===== src/rtl/cv32e40p_pkg.sv =====
// Shared types and helpers for the TMR ALU fault monitor.
// State encoding is fixed because software reads state_o directly.
package cv32e40p_pkg;

    typedef enum logic [1:0] {
        OK      = 2'd0,
        SUSPECT = 2'd1,
        FAULTED = 2'd2,
        MULTI   = 2'd3
    } alu_fault_state_e;

    localparam logic [1:0] SPARE_NONE = 2'd0;

    function automatic logic [1:0] count_ones3(input logic [2:0] v);
        return 2'(v[0]) + 2'(v[1]) + 2'(v[2]);
    endfunction

    // Replica index k maps to spare selection k+1; lowest set bit wins.
    function automatic logic [1:0] onehot_to_spare(input logic [2:0] v);
        logic [1:0] sel;
        sel = SPARE_NONE;
        if (v[0]) begin
            sel = 2'd1;
        end else if (v[1]) begin
            sel = 2'd2;
        end else if (v[2]) begin
            sel = 2'd3;
        end
        return sel;
    endfunction

endpackage


===== src/rtl/cv32e40p_alu_fault_monitor_if.sv =====
// Voter-side inputs and status outputs of the ALU fault monitor.
interface cv32e40p_alu_fault_monitor_if #(
    parameter int CNT_W = 8
);
    logic                 sample_i;
    logic [2:0]           error_detected_alu_i;
    logic [2:0]           mismatch_i;
    logic                 clear_i;
    logic [1:0]           state_o;
    logic [1:0]           spare_sel_o;
    logic                 fault_irq_o;
    logic [3*CNT_W-1:0]   err_cnt_o;
    logic [15:0]          total_err_o;

    modport master (
        output sample_i, error_detected_alu_i, mismatch_i, clear_i,
        input  state_o, spare_sel_o, fault_irq_o, err_cnt_o, total_err_o
    );

    modport slave (
        input  sample_i, error_detected_alu_i, mismatch_i, clear_i,
        output state_o, spare_sel_o, fault_irq_o, err_cnt_o, total_err_o
    );
endinterface


===== src/rtl/cv32e40p_fault_leaky_counter.sv =====
// Saturating per-replica error counter that leaks one count after a
// run of DECAY_LEN clean samples.
module cv32e40p_fault_leaky_counter #(
    parameter int CNT_W     = 8,
    parameter int DECAY_LEN = 8
) (
    input  logic             clk,
    input  logic             rst_n,
    input  logic             clear,
    input  logic             update,
    input  logic             hit,
    output logic [CNT_W-1:0] cnt_o,
    output logic [CNT_W-1:0] cnt_next_o
);
    localparam logic [CNT_W-1:0] CNT_MAX = '1;
    localparam logic [7:0]       DECAY_C = 8'(DECAY_LEN);

    logic [CNT_W-1:0] cnt_reg, cnt_next;
    logic [7:0]       run_reg, run_next;

    // A hit always resets the clean run, so increment naturally beats decay.
    always_comb begin
        cnt_next = cnt_reg;
        run_next = run_reg;
        if (update) begin
            if (hit) begin
                run_next = '0;
                if (cnt_reg != CNT_MAX) begin
                    cnt_next = cnt_reg + 1'b1;
                end
            end else if (run_reg + 8'd1 == DECAY_C) begin
                run_next = '0;
                if (cnt_reg != '0) begin
                    cnt_next = cnt_reg - 1'b1;
                end
            end else begin
                run_next = run_reg + 8'd1;
            end
        end
    end

    always_ff @(posedge clk) begin
        if (!rst_n || clear) begin
            cnt_reg <= '0;
            run_reg <= '0;
        end else begin
            cnt_reg <= cnt_next;
            run_reg <= run_next;
        end
    end

    assign cnt_o      = cnt_reg;
    assign cnt_next_o = cnt_next;

endmodule


===== src/rtl/cv32e40p_alu_fault_monitor.sv =====
// Tracks per-replica disagreement of the TMR ALU, selects a spare for a
// persistently faulty replica and escalates to MULTI when isolation fails.
module cv32e40p_alu_fault_monitor
    import cv32e40p_pkg::*;
#(
    parameter int CNT_W     = 8,
    parameter int THRESHOLD = 4,
    parameter int DECAY_LEN = 8
) (
    input  logic                          clk,
    input  logic                          rst_n,
    cv32e40p_alu_fault_monitor_if.slave   mon
);
    localparam logic [CNT_W-1:0] THRESH_C = CNT_W'(THRESHOLD);

    alu_fault_state_e state_reg, state_next;
    logic [1:0]       spare_sel_reg, spare_sel_next;
    logic             fault_irq_reg, fault_irq_next;
    logic [15:0]      total_err_reg, total_err_next;

    logic [1:0]       hit_count;
    logic             single_hit, multi_hit, cnt_update;
    logic [CNT_W-1:0] err_cnt [3];
    logic [CNT_W-1:0] err_cnt_next [3];
    logic [2:0]       at_thresh, zero_next, isolated_mask;
    logic [3*CNT_W-1:0] err_cnt_flat;

    assign hit_count  = count_ones3(mon.mismatch_i);
    assign single_hit = (hit_count == 2'd1);
    assign multi_hit  = (hit_count >= 2'd2);
    // Counters freeze while a replica is isolated and on multi-replica samples.
    assign cnt_update = mon.sample_i && !mon.clear_i && (state_reg != FAULTED) && !multi_hit;

    generate
        for (genvar gi = 0; gi < 3; gi++) begin : g_replica
            cv32e40p_fault_leaky_counter #(
                .CNT_W     (CNT_W),
                .DECAY_LEN (DECAY_LEN)
            ) u_cnt (
                .clk        (clk),
                .rst_n      (rst_n),
                .clear      (mon.clear_i),
                .update     (cnt_update),
                .hit        (mon.mismatch_i[gi]),
                .cnt_o      (err_cnt[gi]),
                .cnt_next_o (err_cnt_next[gi])
            );
        end
    endgenerate

    always_comb begin
        at_thresh     = '0;
        zero_next     = '0;
        isolated_mask = '0;
        err_cnt_flat  = '0;
        for (int i = 0; i < 3; i++) begin
            at_thresh[i]                  = mon.mismatch_i[i] && (err_cnt_next[i] >= THRESH_C);
            zero_next[i]                  = (err_cnt_next[i] == '0);
            isolated_mask[i]              = (spare_sel_reg == 2'(i + 1));
            err_cnt_flat[i*CNT_W +: CNT_W] = err_cnt[i];
        end
    end

    always_comb begin
        state_next     = state_reg;
        spare_sel_next = spare_sel_reg;
        fault_irq_next = 1'b0;
        total_err_next = total_err_reg;
        if (mon.sample_i) begin
            if ((|mon.error_detected_alu_i) && (total_err_reg != 16'hFFFF)) begin
                total_err_next = total_err_reg + 16'd1;
            end
            case (state_reg)
                OK, SUSPECT: begin
                    if (multi_hit) begin
                        state_next     = MULTI;
                        fault_irq_next = 1'b1;
                    end else if (single_hit) begin
                        if (|at_thresh) begin
                            state_next     = FAULTED;
                            spare_sel_next = onehot_to_spare(mon.mismatch_i);
                            fault_irq_next = 1'b1;
                        end else begin
                            state_next = SUSPECT;
                        end
                    end else if (&zero_next) begin
                        state_next = OK;
                    end
                end
                FAULTED: begin
                    // Anything other than the already-isolated replica disagreeing is unrecoverable.
                    if (|(mon.mismatch_i & ~isolated_mask)) begin
                        state_next     = MULTI;
                        fault_irq_next = 1'b1;
                    end
                end
                default: begin
                    state_next = state_reg;
                end
            endcase
        end
    end

    always_ff @(posedge clk) begin
        if (!rst_n || mon.clear_i) begin
            state_reg     <= OK;
            spare_sel_reg <= SPARE_NONE;
            fault_irq_reg <= 1'b0;
            total_err_reg <= '0;
        end else begin
            state_reg     <= state_next;
            spare_sel_reg <= spare_sel_next;
            fault_irq_reg <= fault_irq_next;
            total_err_reg <= total_err_next;
        end
    end

    assign mon.state_o     = state_reg;
    assign mon.spare_sel_o = spare_sel_reg;
    assign mon.fault_irq_o = fault_irq_reg;
    assign mon.err_cnt_o   = err_cnt_flat;
    assign mon.total_err_o = total_err_reg;

endmodule


===== src/flat_wrapper.sv =====
// flat-port wrapper written by rule: the top's interface ports become plain ports
module cv32e40p_alu_fault_monitor_flat import cv32e40p_pkg::*;
#(
    parameter int CNT_W     = 8,
    parameter int THRESHOLD = 4,
    parameter int DECAY_LEN = 8
)
  (clk, rst_n, mon_sample_i, mon_error_detected_alu_i, mon_mismatch_i, mon_clear_i, mon_state_o, mon_spare_sel_o, mon_fault_irq_o, mon_err_cnt_o, mon_total_err_o);
  cv32e40p_alu_fault_monitor_if #(.CNT_W(CNT_W)) mon_i ();
  input  logic clk;
  input  logic rst_n;
  input wire logic [$bits(mon_i.sample_i)-1:0] mon_sample_i;
  input wire logic [$bits(mon_i.error_detected_alu_i)-1:0] mon_error_detected_alu_i;
  input wire logic [$bits(mon_i.mismatch_i)-1:0] mon_mismatch_i;
  input wire logic [$bits(mon_i.clear_i)-1:0] mon_clear_i;
  output wire logic [$bits(mon_i.state_o)-1:0] mon_state_o;
  output wire logic [$bits(mon_i.spare_sel_o)-1:0] mon_spare_sel_o;
  output wire logic [$bits(mon_i.fault_irq_o)-1:0] mon_fault_irq_o;
  output wire logic [$bits(mon_i.err_cnt_o)-1:0] mon_err_cnt_o;
  output wire logic [$bits(mon_i.total_err_o)-1:0] mon_total_err_o;
  assign mon_i.sample_i = mon_sample_i;
  assign mon_i.error_detected_alu_i = mon_error_detected_alu_i;
  assign mon_i.mismatch_i = mon_mismatch_i;
  assign mon_i.clear_i = mon_clear_i;
  assign mon_state_o = mon_i.state_o;
  assign mon_spare_sel_o = mon_i.spare_sel_o;
  assign mon_fault_irq_o = mon_i.fault_irq_o;
  assign mon_err_cnt_o = mon_i.err_cnt_o;
  assign mon_total_err_o = mon_i.total_err_o;
  cv32e40p_alu_fault_monitor #(.CNT_W(CNT_W), .THRESHOLD(THRESHOLD), .DECAY_LEN(DECAY_LEN)) u_core (.clk(clk), .rst_n(rst_n), .mon(mon_i));
endmodule

===== config.mk =====
export PLATFORM = sky130hd
export DESIGN_NAME = cv32e40p_alu_fault_monitor_flat
export DESIGN_NICKNAME = d
export VERILOG_FILES = /design/src/rtl/cv32e40p_pkg.sv /design/src/rtl/cv32e40p_alu_fault_monitor_if.sv /design/src/rtl/cv32e40p_fault_leaky_counter.sv /design/src/rtl/cv32e40p_alu_fault_monitor.sv /design/src/flat_wrapper.sv
export SDC_FILE = /design/constraint.sdc
export NUM_CORES = 1
export LEC_CHECK = 0
export ABC_AREA = 1
export BUFFER_PORTS_ARGS = -buffer_cell sky130_fd_sc_hd__buf_2
export CAP_MARGIN = 20
export CELL_PAD_IN_SITES_DETAIL_PLACEMENT = 1
export CELL_PAD_IN_SITES_GLOBAL_PLACEMENT = 1
export CORE_MARGIN = 10
export CORE_UTILIZATION = 45
export CTS_CLUSTER_DIAMETER = 60
export DETAILED_ROUTE_END_ITERATION = 12
export HOLD_SLACK_MARGIN = 0.15
export PLACE_DENSITY_LB_ADDON = 0.25
export REMOVE_ABC_BUFFERS = 1
export SLEW_MARGIN = 20
export SYNTH_ARGS = -nofsm -noshare
export SYNTH_HDL_FRONTEND = slang
export SYNTH_HIERARCHICAL = 1
export SYNTH_SLANG_ARGS = --single-unit

===== constraint.sdc =====
create_clock -name clk -period 7.85 [get_ports clk]
set_input_delay 0.3925 -clock clk [delete_from_list [all_inputs] [get_ports clk]]
set_output_delay 0.3925 -clock clk [all_outputs]
set_load 0.05 [all_outputs]

After elaboration in Yosys (flattened, before gate mapping)
Cells that the tools add are included.
Word-level totals
  output and inout port bits: 45
  bits of input ports: 10
  logic and storage cells: 109
  bits in registers: 69
Cells by class
  bitwise logic cells: 4
  add/subtract/negate cells: 12
  magnitude comparators: 4
  equality and inequality tests: 16
  mux-type cells: 35
  reduce and logical (&&, ||, !) cells: 28
Operator list (count)
  two-way mux 8 bit: 21
  adder 8 x 1 -> 8 bit, second input constant: 6
  == test 8 x 4 -> 1 bit, second input constant: 3
  >= comparator 8 x 3 -> 1 bit, second input constant: 3
  logical NOT 8 bit: 3
  != test 8 bit, second input constant: 3
  nonzero test 8 bit: 3
  subtractor 8 x 1 -> 8 bit, second input constant: 3
  adder 16 x 1 -> 16 bit, second input constant: 1
  two-way mux 2 bit: 8
  != test 16 bit, second input constant: 1
  OR reduction 3 bit: 3
  logical AND 1 bit: 7
  == test 2 x 1 -> 1 bit, second input constant: 3
  == test 2 bit, second input constant: 3
  AND reduction 5 bit: 1
  two-way mux 1 bit: 4
  != test 4 x 1 -> 1 bit, second input constant: 1
  one-hot mux 2 bit (2 select lines): 1
  AND reduction 4 bit: 1
  OR reduction 2 bit: 2
  bitwise AND 3 bit: 1
  logical NOT 1 bit: 3
  NOT 3 bit: 1
  12 further kinds: 13

Logic depth before layout (Yosys ltp)
  depth in word-level cells: 13
  gate-level depth with buffers: 24
  gate-level depth less buffers: 24

Cells and area by module
Netlist, hierarchy kept.
By module, submodules not included
  cv32e40p_fault_leaky_counter at u_core.g_replica[0].u_cnt ...: seq. area each 320.3 um^2, area each 1390.1 um^2, times used 2, cells each 233
  cv32e40p_alu_fault_monitor: seq. area each 420.4 um^2, area each 1378.8 um^2, times used 1, cells each 219
  cv32e40p_fault_leaky_counter at u_core.g_replica[2].u_cnt: seq. area each 320.3 um^2, area each 1346.3 um^2, times used 1, cells each 219

Least setup slack after synthesis
No wires, ideal clock.
  path type: input port to flip-flop
  start: input port mon_mismatch_i[1]
  end: register u_core.state_reg[0] (netlist: u_core/mon.state_o[0])
  buffers on the path: 1
  stages on the path: 16
  required time: 7.737 ns
  setup time: 0.113 ns
  path slack: 4.410 ns
  arrival: 3.327 ns
  cell sequence: inv_1 fa_1 nand2_1 nor3_1 clkinv_1 clkbuf_1 nand2_1 nand2_1 nor2_1 nand3_1 nor2_1 nand2_1 nand2_1 nand3_1 nor2_1 nor2_1
RTL lines
  start, declared: RTL line flat_wrapper.sv:14  | input wire logic [$bits(mon_i.mismatch_i)-1:0] mon_mismatch_i;
  end signal, assigned: RTL line cv32e40p_alu_fault_monitor.sv:111  | state_reg <= state_next;
  end, declared: RTL line cv32e40p_alu_fault_monitor.sv:16  | alu_fault_state_e state_reg, state_next;

==> reports/results.txt <==
Ratio of cells with drive above 1 in the final layout: 0.140. The total global routing track utilization is 0.202. Setup repair after global routing left no endpoint under its margin. For this block, the initial DRC count from the detailed router was 353. From synthesis to final layout, the design area changed by 13.0%. The die span in y works out to 131 um. The setup path with the least slack is of type in2reg.

The first detailed-routing pass ran for 4 iterations. The number of max-cap violations was 0. Commonest non-fill, non-tap cell in the layout: nand2_1. The sequential share of the synthesized area was 0.251. The post-cts gate resize count was 0.

The routed layout has 5994 vias. Dividing the detail-routed via count by the number of cells gives 5.42. The final weighted congestion of routability-driven global placement is 0.877, and the cell area after synthesis is 5510 sq um.

The count of input and output buffers is 54. Largest net degree at the start of global routing: 21. Startpoint of the most critical register-to-register path: u_core/mon.state_o[1]. The flow ran to the end, and the final reports show no timing, DRC or antenna violations. The number of design rule violations left after detail routing came out at 0. The placed instance area was 5870 sq um; the core outline area was 12000 sq um.

Type of the most critical hold path: in2reg. The number of different library cells used by synthesis comes to 42. The leakage power of the design is 2.87 nW, and the count of yosys warnings during synthesis is 6.

The run gives 0 as the post-CTS setup buffer count. For the number of endpoints with negative hold slack in the final report, the log shows 0. The starting density of the core is 0.458. Power comes to 0.000967 W.

TritonCTS built the clock tree. The H-tree was split into 3 levels. The endpoint arrival time on the critical path was 3.91 ns. The logs give 8.09 ns for the critical path data required time and 2 for the worst-case clock buffer depth. Dividing total power by cell area gives a power density of 155 nW/um^2.

The clock transition at the registers of the reported paths works out to 0.06 ns. The routed length on met1 was 8010 um; the max-slew headroom at the worst pin was 0.559. Launch instance of the worst min-delay path: mon_sample_i. The tools report the placed wire-length estimate after detailed placement as 12400 um.

The part of the cycle the worst path needs works out to 0.467. The number of global-route vias before repair is 6001, and the overall routed net length is 17100 um. The run gives 1 as the number of antenna violations at the first check in global routing. Number of buffers created by CTS: 9. The tools report the master cell of the clock root buffer as clkbuf_16. Clock tree skew after final layout: 0.00660 ns.

The number of enable flip-flop cells after synthesis is 0, and the maximum operating frequency is 273 MHz. Transition time of the tightest slew-check pin: 0.658 ns. The cell count after synthesis came out at 904. After the last flow step, the layout net total stands at 980. The biggest fanout along the worst timing path was 20; the total I/O pin count was 55.

After routing, the total negative slack on setup checks comes to 0 ns. The worst path needs 3.67 ns of the cycle, external delays included. With fillers left out, the area of the finished cells amounts to 6220 sq um. The tools report the number of nets with antenna violations after detailed routing as 0.

For the total number of placement rows, the log shows 40. In this run, synthesis produced a sequential element count of 69. The kind of start point of the critical path was an input port. The amount of wire on met2 after detailed routing is 8430 um, and the clock latency reported for the late side of the worst-skew pair is 0.34 ns. The logs give 69 for the total number of clock tree sinks and 510 um for the sum of met3 wire segment lengths after detailed routing. The tools report the kind of end point of the critical path as a register. Routed signal wires occupy layers up through met4.

The fraction of synthesis flops using an asynchronous set or reset pin was 0. The floorplan step set the die width to 131 um. In the final routed layout, each cell accounts on average for 15.5 um. The run gives 0.0000745 V as the worst ir drop on vdd. The setup violation total in the final timing report is 0, and the layout filler cell count is 1729. The tools report the die footprint as 17100 sq um. The critical path starts at mon_mismatch_i[2]. In the layout the commonest cells are 296 x nand2_1, 92 x nand3_1, 91 x inv_1, 85 x nor2_1, 75 x a21oi_1.

The first global-routing pass estimated 28300 um of wire. Hold repair after CTS inserted 0 buffers. Most used flip-flop cell after synthesis: dfxtp_1. The count of final max-slew check failures was 0; the final global-route overflow total was 0.

A synthesized cell averages 6.09 sq um.
[path summary, 6_finish.rpt]
path / to / slack (ns) / cells past startpoint
setup / recovery: u_core/mon.state_o[0] / 4.18 / 21
hold / removal: u_core/mon.fault_irq_o / 0.41 / 5
setup reg to reg: u_core/mon.state_o[0] / 4.42 / 19
hold reg to reg: u_core/g_replica[0].u_cnt/run_reg[7] / 0.48 / 2
[power breakdown]
part	leakage [nW]	internal, W	switching, W	total [W]
registers	0.557	0.000354	0.00000662	0.000360
clock network	0.166	0.000320	0.000168	0.000489
logic	2.15	0.0000330	0.0000843	0.000117
[routing by layer]
metal / vias up / GRT usage
li1: 3000 / -
met1: 2901 / 0.247
met2: 83 / 0.353
met3: 10 / 0.0363
met4: 0 / 0.0569
met5: - / 0
[critical path: stages]
cell and delay, ns:
buf_2 0.16, inv_1 0.13, fa_1 0.27, nand2_1 0.11
nor3_2 0.42, buf_4 0.29, inv_1 0.31, nor2_1 0.60
nand4_1 0.22, nand2_1 0.11, nand2_1 0.06, nand2_1 0.09
inv_1 0.05, nor2_1 0.08, nand3_1 0.06, nor2_1 0.09
nand2_1 0.05, nand2_1 0.06, nand3_1 0.14, nor2_1 0.15
nor2_1 0.05
[cells in the mapped netlist, drive strengths merged, types with 2 or more instances]
cell type	number	share of area
nand2	313	0.22
xor2	20	0.032
dfxtp	69	0.25
or2	2	0.0023
xnor2	8	0.013
nand4	20	0.023
nor2	104	0.096
o21ai	26	0.026
a211oi	3	0.0041
a21oi	76	0.070
nor3	9	0.013
o21bai	2	0.0034
clkbuf	6	0.0041
buf	11	0.015
ha	16	0.036
nand3b	4	0.0055
inv	104	0.071
nand3	97	0.094
a31oi	2	0.0023
o221ai	2	0.0032
clkinv	6	0.0041
[metrics by stage]
step	util	worst slack, ns	hold slack, ns	std cells
after global placement	0.489	4.09	0.468	1089
after global routing	0.518	3.68	0.417	1106
after floorplan	-	3.99	0.453	887
final	0.518	4.18	0.407	1106
after detailed placement	0.489	3.87	0.476	1089
after CTS	0.518	4.17	0.404	1105
[area by class of cell]
class                           count  area, sq um  area share
Antenna cell                        1         2.50    0.000402
Sequential cell                    69         1380       0.222
Timing Repair Buffer               55          278      0.0446
Clock inverter                      5          106      0.0171
Clock buffer                       11          243      0.0390
Multi-Input combinational cell    708         3610       0.581
Tap cell                          147          184      0.0296
Inverter                          110          413      0.0664
[cell families (layout without fill, tap and decap cells)]
kind of cell,count (synthesis),count (layout),share of synthesized area
and+or+nand+nor,549,549,0.458
other,0,1,0
DFF,69,69,0.251
buffers and inverters,127,181,0.0936
adders and majority gates,17,17,0.0400
xor gates and xnor gates,28,28,0.0445
AOI/OAI and AO/OA,114,114,0.113
Power figures use the tool's default switching activity.
